`config.mk`:
```
export PLATFORM = sky130hd
export DESIGN_NAME = aig_response_inverter
export DESIGN_NICKNAME = d
export VERILOG_FILES = /design/src/rtl/aig_response_inverter.sv
export SDC_FILE = /design/constraint.sdc
export NUM_CORES = 1
export LEC_CHECK = 0
export ABC_AREA = 0
export CORE_ASPECT_RATIO = 1.75
export CORE_MARGIN = 4
export CORE_UTILIZATION = 50
export CTS_CLUSTER_DIAMETER = 100
export DETAILED_ROUTE_END_ITERATION = 10
export PLACE_DENSITY_LB_ADDON = 0.15
export SLEW_MARGIN = 20
export SYNTH_ARGS = -nofsm -noshare
export SYNTH_HDL_FRONTEND = slang
export SYNTH_SLANG_ARGS = --single-unit
```
`constraint.sdc`:
```
create_clock -name clk -period 4.5 [get_ports clk]
set_clock_uncertainty 0.1 [all_clocks]
set_input_delay 0.45 -clock clk [delete_from_list [all_inputs] [get_ports clk]]
set_output_delay 0.45 -clock clk [all_outputs]
set_load 0.01 [all_outputs]
```
`src/rtl/aig_response_inverter.sv`:
```
// Inverse lookup over a firmware-programmed truth table: given a response word, scan all
// entries in order and report the lowest matching input vector and how many entries match.
module aig_response_inverter #(
    parameter int unsigned IN_W  = 4,
    parameter int unsigned OUT_W = 12
) (
    input  logic             clk,
    input  logic             rst_n,
    input  logic             tbl_we,
    input  logic [IN_W-1:0]  tbl_addr,
    input  logic [OUT_W-1:0] tbl_wdata,
    input  logic             q_valid,
    output logic             q_ready,
    input  logic [OUT_W-1:0] q_resp,
    output logic             r_valid,
    input  logic             r_ready,
    output logic             r_found,
    output logic [IN_W-1:0]  r_pattern,
    output logic [IN_W:0]    r_count,
    output logic             busy
);

    localparam int unsigned DEPTH = 2 ** IN_W;
    localparam logic [IN_W-1:0] LastIdx = IN_W'(DEPTH - 1);

    typedef enum logic [1:0] {StIdle, StScan, StDone} state_e;

    state_e state_q, state_d;

    logic [OUT_W-1:0] data_q [DEPTH];
    logic [OUT_W-1:0] data_d [DEPTH];
    logic [DEPTH-1:0] valid_q, valid_d;

    logic [OUT_W-1:0] qreg_q, qreg_d;
    logic [IN_W-1:0]  idx_q, idx_d;
    logic [IN_W:0]    cnt_q, cnt_d;
    logic             first_q, first_d;
    logic [IN_W-1:0]  pat_q, pat_d;

    logic             q_ready_q, q_ready_d;
    logic             r_valid_q, r_valid_d;
    logic             r_found_q, r_found_d;
    logic [IN_W-1:0]  r_pattern_q, r_pattern_d;
    logic [IN_W:0]    r_count_q, r_count_d;
    logic             busy_q, busy_d;

    logic             wr_en;
    logic             accept;
    logic             hit;

    // Writes are only honoured while idle so a scan always sees a frozen table.
    assign wr_en  = tbl_we && (state_q == StIdle);
    assign accept = q_valid && q_ready_q && (state_q == StIdle);
    assign hit    = valid_q[idx_q] && (data_q[idx_q] == qreg_q);

    always_comb begin
        data_d  = data_q;
        valid_d = valid_q;
        if (wr_en) begin
            data_d[tbl_addr]  = tbl_wdata;
            valid_d[tbl_addr] = 1'b1;
        end
    end

    always_comb begin
        state_d     = state_q;
        qreg_d      = qreg_q;
        idx_d       = idx_q;
        cnt_d       = cnt_q;
        first_d     = first_q;
        pat_d       = pat_q;
        q_ready_d   = q_ready_q;
        r_valid_d   = r_valid_q;
        r_found_d   = r_found_q;
        r_pattern_d = r_pattern_q;
        r_count_d   = r_count_q;
        busy_d      = busy_q;

        unique case (state_q)
            StIdle: begin
                if (accept) begin
                    qreg_d    = q_resp;
                    idx_d     = '0;
                    cnt_d     = '0;
                    first_d   = 1'b0;
                    pat_d     = '0;
                    state_d   = StScan;
                    q_ready_d = 1'b0;
                    busy_d    = 1'b1;
                end
            end
            StScan: begin
                if (hit) begin
                    cnt_d = cnt_q + (IN_W + 1)'(1);
                    if (!first_q) begin
                        first_d = 1'b1;
                        pat_d   = idx_q;
                    end
                end
                if (idx_q == LastIdx) begin
                    // Results capture this cycle's compare, so use the _d values.
                    state_d     = StDone;
                    r_valid_d   = 1'b1;
                    r_found_d   = first_d;
                    r_pattern_d = pat_d;
                    r_count_d   = cnt_d;
                end else begin
                    idx_d = idx_q + IN_W'(1);
                end
            end
            StDone: begin
                if (r_ready) begin
                    state_d     = StIdle;
                    r_valid_d   = 1'b0;
                    r_found_d   = 1'b0;
                    r_pattern_d = '0;
                    r_count_d   = '0;
                    q_ready_d   = 1'b1;
                    busy_d      = 1'b0;
                end
            end
            default: begin
                state_d     = StIdle;
                r_valid_d   = 1'b0;
                r_found_d   = 1'b0;
                r_pattern_d = '0;
                r_count_d   = '0;
                q_ready_d   = 1'b1;
                busy_d      = 1'b0;
            end
        endcase
    end

    always_ff @(posedge clk or negedge rst_n) begin
        if (!rst_n) begin
            for (int i = 0; i < DEPTH; i++) begin
                data_q[i] <= '0;
            end
            valid_q <= '0;
        end else begin
            for (int i = 0; i < DEPTH; i++) begin
                data_q[i] <= data_d[i];
            end
            valid_q <= valid_d;
        end
    end

    always_ff @(posedge clk or negedge rst_n) begin
        if (!rst_n) begin
            state_q     <= StIdle;
            qreg_q      <= '0;
            idx_q       <= '0;
            cnt_q       <= '0;
            first_q     <= 1'b0;
            pat_q       <= '0;
            q_ready_q   <= 1'b1;
            r_valid_q   <= 1'b0;
            r_found_q   <= 1'b0;
            r_pattern_q <= '0;
            r_count_q   <= '0;
            busy_q      <= 1'b0;
        end else begin
            state_q     <= state_d;
            qreg_q      <= qreg_d;
            idx_q       <= idx_d;
            cnt_q       <= cnt_d;
            first_q     <= first_d;
            pat_q       <= pat_d;
            q_ready_q   <= q_ready_d;
            r_valid_q   <= r_valid_d;
            r_found_q   <= r_found_d;
            r_pattern_q <= r_pattern_d;
            r_count_q   <= r_count_d;
            busy_q      <= busy_d;
        end
    end

    assign q_ready   = q_ready_q;
    assign r_valid   = r_valid_q;
    assign r_found   = r_found_q;
    assign r_pattern = r_pattern_q;
    assign r_count   = r_count_q;
    assign busy      = busy_q;

endmodule

```
==> impl_metrics.env, run 1 <==
export IMPL_dr_pass1_iters=5
export IMPL_cts_buffers_inserted=24
export IMPL_met3_usage_pct=3.001
export IMPL_drc=0
export IMPL_power_density_nw_per_um2=683.3
export IMPL_grt_usage_pct=24.33
export IMPL_grt_setup_unrepaired="false"
export IMPL_use_met2_pct=44.55
export IMPL_synth_seq_cells=249
export IMPL_ant_nets=0
export IMPL_grt_busiest_layer="met2"
export IMPL_syn_inst=876
export IMPL_dp_hpwl_mm=20.48
export IMPL_seq_area_frac_synth_pct=53.03
export IMPL_synth_cell_types=60
export IMPL_whs_path_depth=1
export IMPL_crit_required_ns=4.81
export IMPL_worst_r2r_cell_count=9
export IMPL_drive_gt1_share_pct=32.90
export IMPL_nets=947
export IMPL_viasPerCell=6.012
export IMPL_tns_ns=0
export IMPL_wl_mm=30.31
export IMPL_synth_edf_count=0
export IMPL_met1_usage_pct=29.22
export IMPL_slew_viol_final=0
export IMPL_critical_path_buf_inv_count=1
export IMPL_drv_cap=0
export IMPL_port_buffers=45
export IMPL_gp_congestion=0.8719
export IMPL_initial_utilization_pct=50.57
export IMPL_die_area_um2=26120
export IMPL_worstPathCellList="buf_4 -> mux4_2 -> mux2i_1 -> mux2i_1 -> o31ai_1 -> or4bb_1 -> nor4_4 -> mux2i_1 -> a21o_1"
export IMPL_path_depth=9
export IMPL_clk_pin_slew_ns=0.06
export IMPL_num_io_pins=46
export IMPL_num_rows=74
export IMPL_placed_cell_area_um2=12480
export IMPL_grt_pass1_vias=8155
export IMPL_critPathSlowestCell="dfrtp_2"
export IMPL_initialDrtViolationCount=481
export IMPL_cts_root_buf="clkbuf_16"
export IMPL_gr_total_overflow=0
export IMPL_final_common_cell="dfrtp_1"
export IMPL_hp_class="flip-flop to flip-flop"
export IMPL_dr_total_vias=7401
export IMPL_grt_pass1_wl_mm=47.89
export IMPL_crit_fanout=18
export IMPL_async_reset_ff_share_pct=100.0
export IMPL_cp_arrival_ns=4.24
export IMPL_post_route_min_period_ns=3.931
export IMPL_final_cell_mix="dfrtp_1 (246), mux2_2 (192), nand2_1 (101)"
export IMPL_die_w_um=123.9
export IMPL_final_hold_viol_count=0
export IMPL_synthFlopType="dfrtp_1"
export IMPL_slowest_delay_ns=0.70
export IMPL_htree_levels=1
export IMPL_syn_area_um2=11750
export IMPL_cts_buffer_depth=3
export IMPL_leakage_nw=5.889
export IMPL_cts_tree="done"
export IMPL_finalCritPeriodShare_pct=87.34
export IMPL_wl_per_cell_um=24.62
export IMPL_cp_end_kind="flip-flop"
export IMPL_die_height_um=210.8
export IMPL_cts_sinks=249
export IMPL_synth_fp_nets=911
export IMPL_grt_max_degree=117
export IMPL_outcome="finished clean"
export IMPL_clk_latency_ns=0.52
export IMPL_cp_top_family="simple AND/OR/NAND/NOR gates"
export IMPL_yosys_warnings=0
export IMPL_worstSetupPathType="flip-flop to flip-flop"
export IMPL_ir_drop_v=0.0003724
export IMPL_layout_cells_non_filler=1231
export IMPL_slew_headroom_pct=30.37
export IMPL_final_area_um2=13240
export IMPL_tightest_slew_ns=1.041
export IMPL_dp_cells=1189
export IMPL_antenna_found_initial=0
export IMPL_setup_viol=0
export IMPL_path_common_cell="mux2i_1"
export IMPL_cts_resized=0
export IMPL_syn_avg_cell_area_um2=13.42
export IMPL_fillers=1904
export IMPL_crit_path_start_kind="flip-flop"
export IMPL_area_growth_pct=12.63
export IMPL_antenna_cells=0
export IMPL_coreArea_um2=23240
export IMPL_fin_util_pct=56.96
export IMPL_fmax_ghz=0.2544
-- routing by layer --
metal  vias up  routed length, um
li1       3258                  -
met4         0               1009
met5         -                  0
met3        61               1259
met1      3881              11460
met2       201              16580
-- state kept, by name, indices dropped and copies added, names as in the netlist --
name,flops
busy,1
cnt_q,5
data_q,192
first_q,1
idx_q,4
pat_q,4
q_ready,1
qreg_q,12
r_count,5
r_found,1
r_pattern,4
r_valid,1
state_q,2
valid_q,16
-- Yosys cell counts, types with 2 or more instances --
library cell  number  area (um2)
dfrtp_1          248        6206
mux2_2           192        2162
nand2_1          101       379.1
mux4_2            35       788.3
mux2i_1           34       340.3
clkbuf_1          28       105.1
nor2_1            22       82.58
nand3_1           20       100.1
nand2b_1          13       81.33
a22oi_1           12       90.09
buf_1             12       45.04
a21oi_1            9       45.04
buf_4              9       67.56
mux4_1             8       210.2
or2_2              8       50.05
inv_1              7       26.28
nand4_1            7       43.79
nor3_1             7       35.03
xnor2_1            7       61.31
buf_6              6       67.56
nor2b_1            5       31.28
o21ai_0            5       25.02
a211o_1            4       35.03
a21o_1             4       30.03
and3_1             4       25.02
and4_1             4       35.03
buf_2              4       20.02
nor3b_1            4       30.03
nor4_1             4       25.02
or3_1              4       25.02
a2111oi_0          3       26.28
mux2_1             3       33.78
o211ai_1           3       22.52
o21ai_1            3       15.01
xor2_1             3       26.28
a311oi_1           2       17.52
a32oi_1            2       17.52
and2_1             2       12.51
and3b_1            2       17.52
ha_1               2       25.02
nand4b_1           2       17.52
nor4_4             2       42.54
o2111ai_1          2       17.52
o31ai_1            2       15.01
-- metrics by stage --
step	power (mW)	setup slack, ns	hold slack, ns
2_1_floorplan	6.145	1.129	0.05441
3_3_place_gp	6.964	0.5447	0.3446
3_5_place_dp	7.165	0.4863	0.3517
4_1_cts	9.105	0.4968	0.3675
5_1_grt	9.571	0.3167	0.3894
6_report	9.044	0.5695	0.3740
-- repair_timing --
action / 4_1_cts / 5_1_grt
setup buffers: 0 / 0
endpoints found under the hold margin: 93 / 0
hold buffers: 1 / 0
-- path summary, 6_finish.rpt --
kind,startpoint,endpoint,slack (ns)
worst max register to register,idx_q[0],pat_q[3],0.57
worst max-delay path,idx_q[0],pat_q[3],0.57
worst min-delay path,valid_q[8],valid_q[8],0.37
min in group asynchronous,rst_n,cnt_q[4],0.52
max in group asynchronous,rst_n,data_q[87],2.67
worst min register to register,valid_q[8],valid_q[8],0.37
-- final cells by class --
class	instances	area, um2	area share, %
clock buffers	36	716.9	5.416
clock inverters	5	30.03	0.2269
inverters	8	32.53	0.2458
multi-input cells	559	5181	39.14
flip-flops and latches	249	6237	47.12
well taps	304	380.4	2.874
repair buffers	70	658.1	4.972
-- cells by family (layout without fill, tap and decap cells) --
group | after synthesis | count (layout) | synth area share [%]
AO/OA/AOI/OAI | 60 | 60 | 3.726
XOR/XNOR | 11 | 11 | 0.8837
adder cells (fa/ha/maj) | 2 | 2 | 0.2129
buffers and inverters | 68 | 119 | 3.045
flip-flops | 249 | 249 | 53.03
multiplexers | 272 | 272 | 30.08
AND/OR/NAND/NOR | 214 | 214 | 9.028
-- where the power goes --
part	total, mW	leakage (nW)	internal, mW	switching [mW]
Clock	1.93	0.363	1.10	0.832
Sequential	3.83	3.12	3.17	0.661
Combinational	3.28	2.40	1.75	1.53
Total	9.04	5.89	6.02	3.03
Power figures use the tool's default switching activity.
==> run 2, diff against run 1 <==
SKIP_LAST_GASP = 1   (was default)
==> results of run 2 <==
Same layout as run 1: the final DEF is identical, and so are final timing and power.
==> run 3, diff against run 2 <==
CORE_UTILIZATION = 45   (was 50)
==> run 3 against run 2 <==
  * Sequential power decreased by 2%
  * First-iteration DRC count decreased by 15%
  * Via count shrank 1.5%
  * Combinational power is 1% lower
==> impl_metrics.env, run 3 (synthesis results as in run 1) <==
export IMPL_fmax_ghz=0.2635
export IMPL_clock_power_share_pct=23.6
export IMPL_dr_pass1_iters=4
export IMPL_leakage_nw=5.966
export IMPL_die_height_um=221.8
export IMPL_antenna_cells=0
export IMPL_clk_latency_ns=0.53
export IMPL_whs_path_depth=3
export IMPL_cts_tree="done"
export IMPL_cp_end_kind="flip-flop"
export IMPL_wl_mm=29.67
export IMPL_cts_root_buf="clkbuf_16"
export IMPL_ant_nets=0
export IMPL_cts_buffers_inserted=24
export IMPL_ir_drop_v=0.0002567
export IMPL_crit_fanout=16
export IMPL_nets=949
export IMPL_setup_viol=0
export IMPL_cp_arrival_ns=4.16
export IMPL_seqPwrFrac_pct=41.1
export IMPL_power_density_nw_per_um2=686.1
export IMPL_timing_rr_start="idx_q[0]"
export IMPL_final_cell_mix="dfrtp_1 (246), mux2_2 (192), nand2_1 (101)"
export IMPL_hp_start="q_resp[7]"
export IMPL_holdPathEnd="qreg_q[7]"
export IMPL_largest_reg_flops=192
export IMPL_outcome="finished clean"
export IMPL_crit_path_start_kind="flip-flop"
export IMPL_initial_utilization_pct=45.44
export IMPL_cts_buffer_depth=3
export IMPL_grt_usage_pct=21.29
export IMPL_grt_max_degree=105
export IMPL_top_regs="data_q x192, valid_q x16, qreg_q x12"
export IMPL_worst_r2r_cell_count=10
export IMPL_gr_total_overflow=0
export IMPL_dp_hpwl_mm=19.59
export IMPL_grt_pass1_vias=7598
export IMPL_r2r_setup_slack_ns=0.71
export IMPL_regMostFlops="data_q"
export IMPL_num_rows=78
export IMPL_grt_setup_unrepaired="false"
export IMPL_grt_pass1_wl_mm=46.27
export IMPL_p_sw_mw=2.961
export IMPL_finalCritPeriodShare_pct=84.32
export IMPL_final_common_cell="dfrtp_1"
export IMPL_area_growth_pct=13.90
export IMPL_drc=0
export IMPL_port_buffers=45
export IMPL_viasPerCell=5.820
export IMPL_post_route_min_period_ns=3.795
export IMPL_num_io_pins=46
export IMPL_internal_power_mw=6.224
export IMPL_die_area_um2=28870
export IMPL_drive_gt1_share_pct=33.37
export IMPL_hp_class="primary input to flip-flop"
export IMPL_final_hold_viol_count=0
export IMPL_slew_viol_final=0
export IMPL_coreArea_um2=25860
export IMPL_tightest_slew_ns=1.037
export IMPL_p_sw_share_pct=32.24
export IMPL_dr_total_vias=7287
export IMPL_reg2reg_to="cnt_q[2]"
export IMPL_crit_start="idx_q[0]"
export IMPL_wl_per_cell_um=23.70
export IMPL_fin_util_pct=51.76
export IMPL_antenna_found_initial=0
export IMPL_gp_congestion=0.7970
export IMPL_drv_cap=0
export IMPL_initialDrtViolationCount=407
export IMPL_p_comb_share_pct=35.3
export IMPL_slew_headroom_pct=30.72
export IMPL_worstSetupPathType="flip-flop to flip-flop"
export IMPL_htree_levels=1
export IMPL_cts_sinks=249
export IMPL_die_w_um=130.2
export IMPL_clk_pin_slew_ns=0.06
export IMPL_crit_required_ns=4.87
export IMPL_tns_ns=0
export IMPL_cts_resized=0
-- run 3: cell count changes in the layout (fill, tap and decap cells not counted), moves of 2 or more --
cell	previous run	this run
bufinv_16	0	3
clkbuf_1	6	4
clkbuf_8	5	7
clkinv_2	3	5
clkinvlp_4	2	0
-- run 3: area by class of cell --
type / count / area (um2)
clock buffers: 36 / 737.0
clock inverters: 8 / 115.1
fillers: 2210 / 12480
inverters: 8 / 32.53
multi-input cells: 559 / 5179
flip-flops and latches: 249 / 6237
well taps: 320 / 400.4
repair buffers: 72 / 685.7
-- run 3: power by group through the flow --
stage / Combinational [mW] / Clock, mW / Sequential, mW
6_report: 3.24 / 2.17 / 3.77
5_1_grt: 3.54 / 2.30 / 3.88
4_1_cts: 3.30 / 2.22 / 3.78
3_5_place_dp: 3.28 / 0 / 3.82
3_3_place_gp: 3.24 / 0 / 3.79
2_1_floorplan: 2.59 / 0 / 3.56
-- run 3: worst max-delay path: stages, from the launching register on --
cell	delay, ns
dfrtp_2	0.65
buf_4	0.39
mux4_2	0.56
mux2i_1	0.19
nor3b_1	0.20
o31ai_1	0.11
or4bb_1	0.61
nor4_4	0.23
buf_4	0.25
nor4b_1	0.29
a211o_1	0.14
-- run 3: timing repair --
action | in CTS | in global routing
hold buffers | 1 | 0
hold endpoints to repair | 101 | 0
setup buffers | 0 | 0
-- run 3: layer usage --
metal	wire length, um	part of all wire, %	GRT usage [%]	up-vias
li1	-	-	-	3269
met1	11920	40	27.29	3838
met2	15780	53	36.67	133
met3	1065	3.6	2.266	47
met4	904	3.0	8.154	0
met5	0	0	0	-
-- run 3: worst max-delay path by stage --
| stage | to | slack (ns) | cells after the start |
|---|---|---|---|
| 3_5_place_dp | cnt_q[2] | 0.67 | 10 |
| 3_3_place_gp | cnt_q[2] | 0.71 | 10 |
| 5_1_grt | cnt_q[2] | 0.36 | 10 |
| 2_1_floorplan | r_count[0] | 1.13 | 11 |
| 4_1_cts | cnt_q[2] | 0.67 | 10 |
| 6_report | cnt_q[2] | 0.71 | 10 |
-- run 3: through the flow --
| step | power [mW] | cell area, um2 | worst slack [ns] | hold WS, ns | cells |
|---|---|---|---|---|---|
| 3_5_place_dp | 7.103 | 12520 | 0.6750 | 0.3477 | 1207 |
| 2_1_floorplan | 6.145 | 11750 | 1.129 | 0.05441 | 876 |
| 4_1_cts | 9.301 | 13390 | 0.6709 | 0.3209 | 1252 |
| 5_1_grt | 9.726 | 13390 | 0.3566 | 0.3338 | 1252 |
| 6_report | 9.185 | 13390 | 0.7055 | 0.3390 | 1252 |
| 3_3_place_gp | 7.037 | 12520 | 0.7123 | 0.3461 | 1207 |
